`config.mk`:
```
export PLATFORM = sky130hd
export DESIGN_NAME = resp_return
export DESIGN_NICKNAME = d
export VERILOG_FILES = /design/src/rtl/resp_return.sv
export SDC_FILE = /design/constraint.sdc
export NUM_CORES = 1
export LEC_CHECK = 0
export BUFFER_PORTS_ARGS = -buffer_cell sky130_fd_sc_hd__buf_2
export CORE_AREA = 3 3 130 132
export CTS_CLUSTER_SIZE = 8
export DETAILED_ROUTE_END_ITERATION = 8
export DIE_AREA = 0 0 133 135
export GPL_TIMING_DRIVEN = 0
export PLACE_DENSITY = 0.67
export SLEW_MARGIN = 20
export SYNTH_ARGS = -nofsm -noshare
export SYNTH_HDL_FRONTEND = slang
export SYNTH_SLANG_ARGS = --single-unit
```
`constraint.sdc`:
```
create_clock -name i_clk -period 6.1 [get_ports i_clk]
set_input_delay 0.305 -clock i_clk [delete_from_list [all_inputs] [get_ports i_clk]]
set_output_delay 0.305 -clock i_clk [all_outputs]
set_load 0.02 [all_outputs]
```
`src/rtl/resp_return.sv`:
```
// Return-path response steering for one crossbar master channel: tracks each accepted
// request's slave in order and forwards only the oldest slave's response; unmatched requests get a bus error.

// In-order tracking FIFO; head readable combinationally the cycle after a write.
module resp_return_fifo #(
    parameter int W       = 4,
    parameter int LGDEPTH = 3
) (
    input  logic               i_clk,
    input  logic               i_reset,
    input  logic               i_wr,
    input  logic [W-1:0]       i_wdata,
    input  logic               i_rd,
    output logic [W-1:0]       o_rdata,
    output logic [LGDEPTH:0]   o_count,
    output logic               o_full,
    output logic               o_empty
);
    localparam int              DEPTH = 1 << LGDEPTH;
    localparam logic [LGDEPTH:0] FULL_CNT = {1'b1, {LGDEPTH{1'b0}}};

    logic [W-1:0]         r_mem [DEPTH];
    logic [LGDEPTH-1:0]   r_wptr;
    logic [LGDEPTH-1:0]   r_rptr;
    logic [LGDEPTH:0]     r_count;
    logic                 w_wr;
    logic                 w_rd;

    assign o_full  = (r_count == FULL_CNT);
    assign o_empty = (r_count == '0);
    assign o_count = r_count;
    assign o_rdata = r_mem[r_rptr];

    // Full blocks writes even when a read frees a slot in the same cycle.
    assign w_wr = i_wr && !o_full;
    assign w_rd = i_rd && !o_empty;

    always_ff @(posedge i_clk) begin
        if (w_wr) begin
            r_mem[r_wptr] <= i_wdata;
        end
    end

    always_ff @(posedge i_clk) begin
        if (i_reset) begin
            r_wptr  <= '0;
            r_rptr  <= '0;
            r_count <= '0;
        end else begin
            if (w_wr) begin
                r_wptr <= r_wptr + LGDEPTH'(1);
            end
            if (w_rd) begin
                r_rptr <= r_rptr + LGDEPTH'(1);
            end
            if (w_wr && !w_rd) begin
                r_count <= r_count + (LGDEPTH+1)'(1);
            end else if (!w_wr && w_rd) begin
                r_count <= r_count - (LGDEPTH+1)'(1);
            end
        end
    end
endmodule

// Response steering: one registered stage, one response per cycle, head slave stalled while the master stalls.
module resp_return #(
    parameter int  NS           = 8,
    parameter int  DW           = 32,
    parameter int  LGDEPTH      = 3,
    parameter bit  OPT_LOWPOWER = 1'b0,
    localparam int LGNS         = $clog2(NS+1)
) (
    input  logic                 i_clk,
    input  logic                 i_reset,
    input  logic                 i_req_valid,
    output logic                 o_req_stall,
    input  logic [NS:0]          i_req_decode,
    input  logic [NS-1:0]        i_slv_valid,
    output logic [NS-1:0]        o_slv_stall,
    input  logic [NS-1:0]        i_slv_err,
    input  logic [NS*DW-1:0]     i_slv_data,
    output logic                 o_rsp_valid,
    input  logic                 i_rsp_stall,
    output logic                 o_rsp_err,
    output logic [DW-1:0]        o_rsp_data,
    output logic [LGNS-1:0]      o_rsp_id,
    output logic [LGDEPTH:0]     o_outstanding,
    output logic                 o_fault
);
    localparam logic [LGNS-1:0] NS_IDX = LGNS'(NS);

    logic                 r_rsp_valid;
    logic                 r_rsp_err;
    logic [DW-1:0]        r_rsp_data;
    logic [LGNS-1:0]      r_rsp_id;
    logic                 r_fault;

    logic [LGNS-1:0]      w_push_idx;
    logic [LGNS-1:0]      w_head;
    logic                 w_push;
    logic                 w_pop;
    logic                 w_ready;
    logic                 w_empty;
    logic                 w_full;
    logic                 w_head_ns;
    logic                 w_head_valid;
    logic                 w_head_err;
    logic [DW-1:0]        w_head_data;

    // One-hot to index; with exactly one bit set the OR of indices is that index.
    always_comb begin
        w_push_idx = '0;
        for (int k = 0; k <= NS; k++) begin
            if (i_req_decode[k]) begin
                w_push_idx = w_push_idx | LGNS'(k);
            end
        end
    end

    assign w_push = i_req_valid && !w_full && (i_req_decode != '0);

    resp_return_fifo #(
        .W       (LGNS),
        .LGDEPTH (LGDEPTH)
    ) u_trk (
        .i_clk   (i_clk),
        .i_reset (i_reset),
        .i_wr    (w_push),
        .i_wdata (w_push_idx),
        .i_rd    (w_pop),
        .o_rdata (w_head),
        .o_count (o_outstanding),
        .o_full  (w_full),
        .o_empty (w_empty)
    );

    assign o_req_stall = w_full;
    assign w_ready     = !r_rsp_valid || !i_rsp_stall;
    assign w_head_ns   = (w_head == NS_IDX);

    always_comb begin
        w_head_valid = 1'b0;
        w_head_err   = 1'b0;
        w_head_data  = '0;
        for (int k = 0; k < NS; k++) begin
            if (w_head == LGNS'(k)) begin
                w_head_valid = i_slv_valid[k];
                w_head_err   = i_slv_err[k];
                w_head_data  = i_slv_data[k*DW +: DW];
            end
        end
    end

    // Only the head slave may ever see its stall drop; everyone else waits their turn.
    always_comb begin
        o_slv_stall = '1;
        for (int k = 0; k < NS; k++) begin
            if (!w_empty && (w_head == LGNS'(k))) begin
                o_slv_stall[k] = !w_ready;
            end
        end
    end

    assign w_pop = !w_empty && w_ready && (w_head_ns || w_head_valid);

    always_ff @(posedge i_clk) begin
        if (i_reset) begin
            r_rsp_valid <= 1'b0;
            r_rsp_err   <= 1'b0;
            r_rsp_data  <= '0;
            r_rsp_id    <= '0;
        end else if (w_ready) begin
            if (w_pop) begin
                r_rsp_valid <= 1'b1;
                r_rsp_id    <= w_head;
                if (w_head_ns) begin
                    r_rsp_err  <= 1'b1;
                    r_rsp_data <= '0;
                end else begin
                    r_rsp_err  <= w_head_err;
                    r_rsp_data <= w_head_data;
                end
            end else begin
                r_rsp_valid <= 1'b0;
                if (OPT_LOWPOWER) begin
                    r_rsp_err  <= 1'b0;
                    r_rsp_data <= '0;
                    r_rsp_id   <= '0;
                end
            end
        end
    end

    // A slave answering with nothing outstanding is a protocol violation; latch it for software.
    always_ff @(posedge i_clk) begin
        if (i_reset) begin
            r_fault <= 1'b0;
        end else if (w_empty && (|i_slv_valid)) begin
            r_fault <= 1'b1;
        end
    end

    assign o_rsp_valid = r_rsp_valid;
    assign o_rsp_err   = r_rsp_err;
    assign o_rsp_data  = r_rsp_data;
    assign o_rsp_id    = r_rsp_id;
    assign o_fault     = r_fault;
endmodule

```
==> results.cfg <==
[run_status]
outcome = complete, no violations

[min_path]
hold_class = input pin to flip-flop

[final_layout]
area_growth_syn_to_layout_pct = 39.72
num-nets-final = 1317
layout-drive-gt1-share_pct = 38.02
n_fill_cell = 1603
final_util_pct = 49.64

[logic_synthesis]
yosys_warnings = 0
synth_flop_cell = dfxtp_1
synthCells = 680
synth-edff-count = 32
yosysSeqAreaShare_pct = 35.60
synthArstFlopShare_pct = 0
syn_area_per_cell_um2 = 8.269
ys_ff_latch = 84
syn-cell-area_um2 = 5623
syn-num-nets = 971
ys_types = 53

[worst_setup_path]
cp_slowest_stage_delay_ns = 0.60
reg2reg_slack_ns = 1.48
worstPathMaxFanout = 8
crit_type = flip-flop to flip-flop
crit_buf_inv = 3
critical_path.top_delay_family = compound AO/OA/AOI/OAI gates
required_ns = 6.38
startpoint_type = flip-flop
cp.arrival_ns = 4.90
r2r_end = u_trk.o_count[3]
cp_slowest_cell = mux4_2
r2r.worst_path.cells = 16
cp-endpoint = u_trk.o_count[3]
path_depth = 16
critPathCaptureType = flip-flop
cp_cell_sequence = buf_2 > mux4_2 > mux2i_2 > nand4_1 > o21ai_0 > o21ai_2 > nand2_1 > inv_1 > ha_1 > inv_1 > ha_1 > a21o_1 > a21oi_1 > xnor2_1 > or3_1 > a21oi_1

[sta]
fin_ws_ns = 1.480
worstMarginPinSlew_ns = 1.244
finalClockSkew_ns = 0.01023
drv_slew = 0
rsz0062_at_grt = no
whs_ns = 0.2375
timing.final.crit_share_pct = 75.74
period_needed_ns = 4.620
hold_viol_final = 0
finalSetupTns_ns = 0
setup_violations = 0
clock.fmax_mhz = 216.4
slew_headroom_pct = 16.32

[place]
place.gp.congestion = 0.9572
dp_hpwl_um = 21170
place_ws_ns = 1.551
port_buffers = 335

[flow_run]
cap_violations = 0

[clocking]
cts_resized = 0
clockBufferDepth = 2
cts_buffers = 9
hold_buffers = 0
cts_tree = built
cts_root_buffer = clkbuf_16
postCtsSetupRepairBufs = 0
insertion_delay_ns = 0.35
clk_pin_slew_ns = 0.07
cts_max_level = 3
numClockSinks = 84

[pwr]
seq_power_share_pct = 26.5
power_switching_uw = 1265
p_comb_share_pct = 54.7
pwr-share-clk_pct = 18.7
powerDensity_nw_per_um2 = 354.1
irDropWorstVdd_mv = 0.3461
p_int_uw = 1517
p_leak_uw = 0.003546
p_sw_share_pct = 45.46

[routing]
wl_um = 26420
wl_per_cell_um = 21.13
dr.pass1.iters = 6
ant_nets = 0
viasPerCell = 5.568
vias = 6960
drc_errors = 0
dr.first_iter.drc_count = 597

[floorplanning]
core_area_um2 = 15830
io_pins = 337
fp-row-count = 46
die_area_um2 = 17960
start_util_pct = 35.53
die_h_um = 135
die_w_um = 133

[grt]
grt_pass1_wl_um = 38040
grt_max_degree = 17
grt-ovfl-total = 0
antenna_found_initial = 4
track_usage_pct = 27.82
first_global_vias = 6531
==> tightest hold or removal path: stages <==
cell and delay (ns):
buf_2 0.10, nand2_1 0.07, a21oi_1 0.06
==> routing by layer <==
layer  share of wire (%)  wire length (um)  track usage [%]
met2                  47             12520            46.33
met4                 3.1               816            10.28
met1                  39             10360            34.09
met3                  10              2684            8.420
met5                0.15                39                0
==> registers in the layout, summed over array words and instances (netlist names), named ones only <==
name           count
u_trk.o_count      4
u_trk.r_mem       32
u_trk.r_rptr       3
o_rsp_id           4
u_trk.r_wptr       3
o_rsp_data        32
o_rsp_err          1
o_rsp_valid        1
o_fault            1
==> power by group through the flow <==
stage	sequential, uW	combinational [uW]	clock (uW)
floorplan	836	892	0
global placement	745	1490	0
detailed placement	749	1510	0
CTS	738	1510	532
global route	751	1650	551
finish	738	1520	521
==> stage by stage <==
step	total power, uW	area, um^2	instances
finish	2782	7856	1250
detailed placement	2254	7570	1231
floorplan	1727	5623	680
global route	2955	7851	1248
global placement	2238	7570	1231
CTS	2781	7849	1247
==> cells in the final DEF (no fill, tap or decap), drive strengths merged, types with 2 or more instances in the layout <==
cell type,n
buf,353
a21oi,98
nand2,82
nand2b,53
dfxtp,52
clkbuf,49
o21ai,43
edfxtp,32
inv,32
o22ai,27
a32o,25
nor2,25
nand3,24
a41o,24
nor3,13
mux2,10
mux4,8
nor4,8
a31oi,6
o221ai,6
nand4,5
a21o,5
a221oi,5
ha,5
mux2i,5
a22o,4
diode,3
o21a,3
and3,3
a211oi,3
clkinv,3
or3,2
nor3b,2
xnor2,2
xor2,2
a22oi,2
o32a,2
==> how the worst min path moves through the flow <==
stage                     from           endpoint  slack, ns  cells past startpoint
6_report           i_rsp_stall        o_rsp_valid       0.24                      3
3_5_place_dp     o_rsp_data[7]      o_rsp_data[7]       0.45                      1
5_1_grt            i_rsp_stall        o_rsp_valid       0.24                      3
3_3_place_gp    o_rsp_data[18]     o_rsp_data[18]       0.44                      1
2_1_floorplan  i_req_decode[8]  u_trk.r_mem[0][3]       0.40                      0
4_1_cts            i_rsp_stall        o_rsp_valid       0.22                      3
==> cell usage after synthesis (11+ instances only) <==
master,instances,share of area (%)
nor3_1,11,0.98
o21ai_0,42,3.7
buf_2,12,1.1
nand2b_1,53,5.9
dfxtp_1,52,19
o22ai_1,27,3.0
edfxtp_1,32,17
a21oi_1,97,8.6
nand2_1,82,5.5
nor2_1,24,1.6
a41o_1,24,4.3
inv_1,30,2.0
a32o_1,25,4.5
clkbuf_1,39,2.6
nand3_1,24,2.1
==> layout make-up <==
type	instances	area (um^2)	share of cell area [%]
diodes	3	7.507	0.09556
plain buffers	57	236.5	3.010
clock buffers	10	229.0	2.914
clock inverters	6	50.05	0.6370
inverters	30	112.6	1.433
multi-input cells	509	3272	41.65
flip-flops and latches	84	2002	25.48
well taps	216	270.3	3.440
repair buffers	335	1677	21.34
==> logic make-up after synthesis <==
kind of cell,after synthesis,synth area share (%)
compound gates,257,30.42
xor+xnor,4,0.6232
fa+ha+maj,6,1.469
buf+inv,87,6.208
flops,84,35.60
mux,23,6.386
simple gates,219,19.29
Note: power is estimated with default switching activity, not from simulation.
